===== src/rtl/instruction_loader_pkg.sv =====
// Shared types and constants for the instruction image loader.
// The image is a 2-byte little-endian word count followed by little-endian 32-bit words.
package instruction_loader_pkg;

  typedef enum logic [2:0] {
    IDLE,
    LEN_LO,
    LEN_HI,
    DATA,
    WRITE,
    DONE,
    ERR
  } state_e;

  localparam int unsigned HDR_BYTES      = 2;
  localparam int unsigned BYTES_PER_WORD = 4;

  // Best-case cycles from entering LEN_LO to entering DONE for an n-word image.
  function automatic int unsigned min_load_cycles(input int unsigned n_words);
    return HDR_BYTES + (BYTES_PER_WORD + 1) * n_words;
  endfunction

  function automatic logic [31:0] word_to_byte_addr(input logic [15:0] word_idx);
    return {14'b0, word_idx, 2'b00};
  endfunction

endpackage


===== src/rtl/instruction_loader_byte_assembler.sv =====
// Collects BYTES_PER_WORD stream bytes into a little-endian word, first byte in the LSB.
// word presents the merged value combinationally, so it is complete in the cycle word_done pulses.
module byte_assembler
  import instruction_loader_pkg::*;
(
  input  logic        clk,
  input  logic        rst,
  input  logic        clr,
  input  logic        in_valid,
  input  logic [7:0]  in_byte,
  output logic        word_done,
  output logic [31:0] word
);

  logic [1:0]  cnt_q;
  logic [31:0] word_q;

  always_comb begin
    word = word_q;
    if (in_valid) begin
      word[{cnt_q, 3'b000} +: 8] = in_byte;
    end
  end

  assign word_done = in_valid && (cnt_q == 2'(BYTES_PER_WORD - 1));

  always_ff @(posedge clk or negedge rst) begin
    if (!rst) begin
      cnt_q  <= '0;
      word_q <= '0;
    end else if (clr) begin
      cnt_q  <= '0;
      word_q <= '0;
    end else if (in_valid) begin
      cnt_q  <= cnt_q + 2'd1;
      word_q <= word;
    end
  end

endmodule


===== src/rtl/instruction_loader.sv =====
// Streams a counted image of little-endian words into the fetch stage's instruction memory,
// holding the fetch stage in load mode (we) for the duration of the load.
module instruction_loader
  import instruction_loader_pkg::*;
#(
  parameter int unsigned DEPTH_WORDS = 64
) (
  input  logic        clk,
  input  logic        rst,
  input  logic        start,
  input  logic [7:0]  rx_data,
  input  logic        rx_valid,
  output logic        rx_ready,
  output logic        we,
  output logic [31:0] load_addr,
  output logic [31:0] load_data,
  output logic        load_strobe,
  output logic        busy,
  output logic        done,
  output logic        error
);

  localparam int unsigned IDX_W = $clog2(DEPTH_WORDS + 1);

  state_e            state_q, state_d;
  logic [15:0]       count_q, count_d;
  logic [15:0]       hdr_count;
  logic [IDX_W-1:0]  word_idx_q, word_idx_d;
  logic [31:0]       load_addr_q, load_addr_d;
  logic [31:0]       load_data_q, load_data_d;
  logic              rx_ready_q, we_q, busy_q, done_q, error_q, load_strobe_q;

  logic              xfer;
  logic              asm_clr;
  logic              asm_valid;
  logic              asm_word_done;
  logic [31:0]       asm_word;

  assign xfer      = rx_valid && rx_ready_q;
  assign asm_valid = xfer && (state_q == DATA);
  assign hdr_count = {rx_data, count_q[7:0]};

  byte_assembler u_asm (
    .clk       (clk),
    .rst       (rst),
    .clr       (asm_clr),
    .in_valid  (asm_valid),
    .in_byte   (rx_data),
    .word_done (asm_word_done),
    .word      (asm_word)
  );

  always_comb begin
    state_d     = state_q;
    count_d     = count_q;
    word_idx_d  = word_idx_q;
    load_addr_d = load_addr_q;
    load_data_d = load_data_q;
    asm_clr     = 1'b0;
    unique case (state_q)
      IDLE, DONE, ERR: begin
        if (start) begin
          state_d    = LEN_LO;
          word_idx_d = '0;
          asm_clr    = 1'b1;
        end
      end
      LEN_LO: begin
        if (xfer) begin
          count_d[7:0] = rx_data;
          state_d      = LEN_HI;
        end
      end
      LEN_HI: begin
        if (xfer) begin
          count_d = hdr_count;
          if (hdr_count > 16'(DEPTH_WORDS)) begin
            state_d = ERR;
          end else if (hdr_count == 16'd0) begin
            state_d = DONE;
          end else begin
            state_d = DATA;
          end
        end
      end
      DATA: begin
        // Address and data are latched on the last byte so they are valid throughout WRITE.
        if (asm_word_done) begin
          state_d     = WRITE;
          load_addr_d = word_to_byte_addr(16'(word_idx_q));
          load_data_d = asm_word;
        end
      end
      WRITE: begin
        word_idx_d = word_idx_q + IDX_W'(1);
        if (16'(word_idx_d) == count_q) begin
          state_d = DONE;
        end else begin
          state_d = DATA;
        end
      end
      default: state_d = IDLE;
    endcase
  end

  // Outputs are registered from the next state so they line up with the state they describe.
  always_ff @(posedge clk or negedge rst) begin
    if (!rst) begin
      state_q       <= IDLE;
      count_q       <= '0;
      word_idx_q    <= '0;
      load_addr_q   <= '0;
      load_data_q   <= '0;
      rx_ready_q    <= 1'b0;
      we_q          <= 1'b0;
      busy_q        <= 1'b0;
      done_q        <= 1'b0;
      error_q       <= 1'b0;
      load_strobe_q <= 1'b0;
    end else begin
      state_q       <= state_d;
      count_q       <= count_d;
      word_idx_q    <= word_idx_d;
      load_addr_q   <= load_addr_d;
      load_data_q   <= load_data_d;
      rx_ready_q    <= (state_d inside {LEN_LO, LEN_HI, DATA});
      we_q          <= (state_d inside {LEN_LO, LEN_HI, DATA, WRITE});
      busy_q        <= (state_d inside {LEN_LO, LEN_HI, DATA, WRITE});
      done_q        <= (state_d == DONE);
      error_q       <= (state_d == ERR);
      load_strobe_q <= (state_d == WRITE);
    end
  end

  assign rx_ready    = rx_ready_q;
  assign we          = we_q;
  assign busy        = busy_q;
  assign done        = done_q;
  assign error       = error_q;
  assign load_strobe = load_strobe_q;
  assign load_addr   = load_addr_q;
  assign load_data   = load_data_q;

endmodule


===== config.mk =====
export PLATFORM = sky130hd
export DESIGN_NAME = instruction_loader
export DESIGN_NICKNAME = d
export VERILOG_FILES = /design/src/rtl/instruction_loader_pkg.sv /design/src/rtl/instruction_loader_byte_assembler.sv /design/src/rtl/instruction_loader.sv
export SDC_FILE = /design/constraint.sdc
export NUM_CORES = 1
export LEC_CHECK = 0
export CORE_MARGIN = 2
export CORE_UTILIZATION = 45
export CTS_CLUSTER_SIZE = 8
export DETAILED_ROUTE_END_ITERATION = 16
export PLACE_DENSITY_LB_ADDON = 0.25
export SYNTH_ARGS = -nofsm -noshare
export SYNTH_HDL_FRONTEND = slang
export SYNTH_SLANG_ARGS = --single-unit

===== constraint.sdc =====
create_clock -name clk -period 5.91 [get_ports clk]
set_clock_uncertainty 0.2 [all_clocks]
set_input_delay 1.773 -clock clk [delete_from_list [all_inputs] [get_ports clk]]
set_output_delay 1.773 -clock clk [all_outputs]
set_load 0.01 [all_outputs]

==> reports/qor.csv <==
stage,metric,value,unit
place,DP HPWL,6.437,mm
drt,Vias/cell,5.374,
clocking,Worst-Skew Late Latency,0.35,ns
worst_setup_path,ordered cell list for the critical path,clkdlybuf4s50_1 -> nand4b_4 -> nor2_4 -> nand2_2 -> nor4_4 -> a22o_1,
grt,global-route wire length before repair,16.02,mm
synthesis,top-count cell post-synth,dfrtp_1,
layout,Layout Cells excl Fill,604,
clocking,PostCTS Resize Cnt,0,
clocking,CTS tree,built,
timing,Tmin final,4.019,ns
synthesis,cell taking the most area after synthesis,dfrtp_1,
clocking,H-tree levels,3,
synthesis,"Distinct cells, synth",49,
grt,met1 usage,0.2520,
drt,total iterations of the first detailed-routing run,4,
worst_setup_path,Worst EP arrival,4.11,ns
worst_setup_path,"slowest stage cell, crit path",nor4_4,
synthesis,top cell type's share of synthesized area,0.5273,
grt,vias in the first global route,3197,
clocking,Post-CTS Setup Bufs,0,
layout,Filler cells,899,
drt,# DRC,0,
grt,GR Overflow Total,0,
timing,final setup vio count,0,
clocking,Clock Sinks,96,
grt,pin count of the biggest net entering global routing,65,
floorplan,Initial Utilization,0.4639,
worst_setup_path,Buffers & Inverters on Critical Path,1,
synthesis,"FF+latch count, synth",96,
layout,synth-to-layout area growth,15.55,%
synthesis,Post-synth top cells,"dfrtp_1, nand2_1, nor2_1",
place,Port-buffer cells,56,
clocking,Worst-path clk slew,0.09,ns
timing,Final Hold Fails,0,
synthesis,Synth Flop Type,dfrtp_1,
timing,RSZ-0062 raised after global routing,no,
timing,Least-Margin Pin Slew,0.9073,ns
timing,fin crit share,0.6800,
timing,total negative setup slack,0,ns
worst_setup_path,critical path's largest stage delay,0.58,ns
synthesis,Post-Syn Area per Cell,10.80,um2
power_and_ir_drop,Pwr Density,421.9,nW/um2
timing,slew margin rel.,0.3930,
floorplan,DIE WIDTH,104.6,um
floorplan,Die ar.,10940,um2
floorplan,CORE AREA,9819,um2
drt,Wirelength per Cell,15.92,um
worst_setup_path,Top delay family on crit path,simple AND/OR/NAND/NOR gates,
layout,# diodes,0,
floorplan,I/O pin count,82,
clocking,Root Buffer,clkbuf_8,
grt,Total GRT Usage,0.1809,
grt,grt met3 use,0.03805,
layout,register area,2402,um2
layout,layout cell share with drive strength beyond 1,0.08917,
outcome,status,"complete, no violations",
worst_setup_path,kind of critical path,input port to flip-flop,
worst_setup_path,Setup crit start kind,input port,
synthesis,number of flops mapped to enable cells by yosys,0,
power_and_ir_drop,VDD IR-drop max,0.2632,mV
clocking,Max clock buf depth,2,
layout,fin nets,484,
floorplan,Die Height,104.6,um
drt,"antenna viol nets, final",0,
worst_setup_path,Worst EP required,6.00,ns
power_and_ir_drop,Leakage,0.002504,uW
grt,M2 GR Usage,0.2871,
drt,routed wire length,9.616,mm
place,Placed Cells,588,
synthesis,Area contributors post-synth,"dfrtp_1, a22o_1, nand2_1",
grt,initial antenna violation count,0,
clocking,CTS Buf Count,9,
grt,grt peak-use layer,met2,
worst_setup_path,CP Max Fanout,43,
synthesis,YS warnings,0,
synthesis,Synth Instances,422,
timing,Peak Freq,248.8,MHz
timing,max-slew violations,0,
floorplan,row cnt,36,
synthesis,Synth Cell Area,4556,um2
hold_path,Hold Crit Class,flip-flop to flip-flop,
synthesis,register area share after synthesis,0.5273,
clocking,Post-CTS Hold Buffers,0,
drt,first-iteration detailed-routing DRC count,148,
worst_setup_path,CP endpoint kind,flip-flop,
layout,area occupied by multi-input gates,1894,um2
drt,routed vias,3246,
job,number of max-cap violations,0,
synthesis,asr flop ratio synth,1.000,
place,Placer Congestion,0.8273,
-- metrics by stage --
stage          cell area [um2]  setup slack [ns]  hold slack (ns)  power, uW    util
3_3_place_gp              5070             1.580           0.2505       1785  0.5163
5_1_grt                   5264             1.704           0.3151       2364  0.5361
3_5_place_dp              5070             1.499           0.2598       1814  0.5163
2_1_floorplan             4646             2.573           0.2374       1513       -
6_report                  5264             1.891           0.2768       2221  0.5361
4_1_cts                   5264             1.889           0.2808       2244  0.5361
-- final timing paths --
path | startpoint | endpoint | slack (ns) | cells after the start
hold / removal | count_q[15] | count_q[15] | 0.28 | 2
hold reg to reg | count_q[15] | count_q[15] | 0.28 | 2
max in group asynchronous | rst | count_q[12] | 3.27 | 2
setup reg to reg | state_q[1] | load_data[29] | 3.20 | 5
min in group asynchronous | rst | load_data[19] | 1.27 | 1
setup / recovery | rx_valid | load_data[29] | 1.89 | 6
-- placed cells by master, fill, tap and decap left out, types with 3 or more instances in the layout --
master	instances
a21oi_1	9
a221oi_1	22
a22o_1	33
and2_1	3
and3_1	4
buf_4	4
clkbuf_8	9
clkdlybuf4s50_1	55
conb_1	25
dfrtp_1	96
ha_1	6
inv_1	6
mux2_2	9
nand2_1	59
nand3_1	5
nor2_1	53
nor3_1	3
nor4_1	4
nor4b_4	3
o21ai_0	9
o31ai_1	3
xnor2_1	5
xor2_1	6
-- power breakdown --
part / internal [uW] / switching (uW) / leakage, uW
sequential: 842 / 146 / 0.00129
clock: 199 / 228 / 0.0000906
combinational: 413 / 394 / 0.00112
-- flip-flops by register name (all words and copies together) (netlist names) --
| register | count |
|---|---|
| busy | 1 |
| rx_ready | 1 |
| load_addr | 7 |
| load_data | 32 |
| u_asm.cnt_q | 2 |
| load_strobe | 1 |
| word_idx_q | 7 |
| u_asm.word_q | 24 |
| done | 1 |
| state_q | 3 |
| error | 1 |
| count_q | 16 |
-- cells by family (layout without fill, tap and decap cells) --
| kind of cell | after synthesis | in the layout | share of synthesized area |
|---|---|---|---|
| xor+xnor | 13 | 13 | 0.03103 |
| flops | 96 | 96 | 0.5273 |
| buf+inv | 57 | 82 | 0.07662 |
| other cells | 1 | 25 | 0.0008232 |
| simple gates | 150 | 150 | 0.1667 |
| mux | 9 | 9 | 0.02225 |
| fa+ha+maj | 7 | 7 | 0.01868 |
| compound gates | 89 | 89 | 0.1566 |
-- worst reg2reg max path: cells and delay by family (launching register included) --
family / cells / cell delay [ns]
AOI/OAI and AO/OA: 1 / 0.22
buffers and inverters: 1 / 0.21
DFF: 1 / 0.54
and+or+nand+nor: 3 / 1.50
-- layer usage --
layer	part of all wire	wire [um]	vias up
met1	0.46	4442	1620
met5	0	0	-
met2	0.48	4569	86
li1	-	-	1527
met3	0.052	501	13
met4	0.011	102	0
-- cell type report --
cell class / count / area share
clock inverters: 5 / 0.01188
repair buffers: 59 / 0.1103
inverters: 7 / 0.004992
well taps: 133 / 0.03161
flip-flops and latches: 96 / 0.4564
multi-input cells: 293 / 0.3599
clock buffers: 11 / 0.02496
Note: power is estimated with default switching activity, not from simulation.
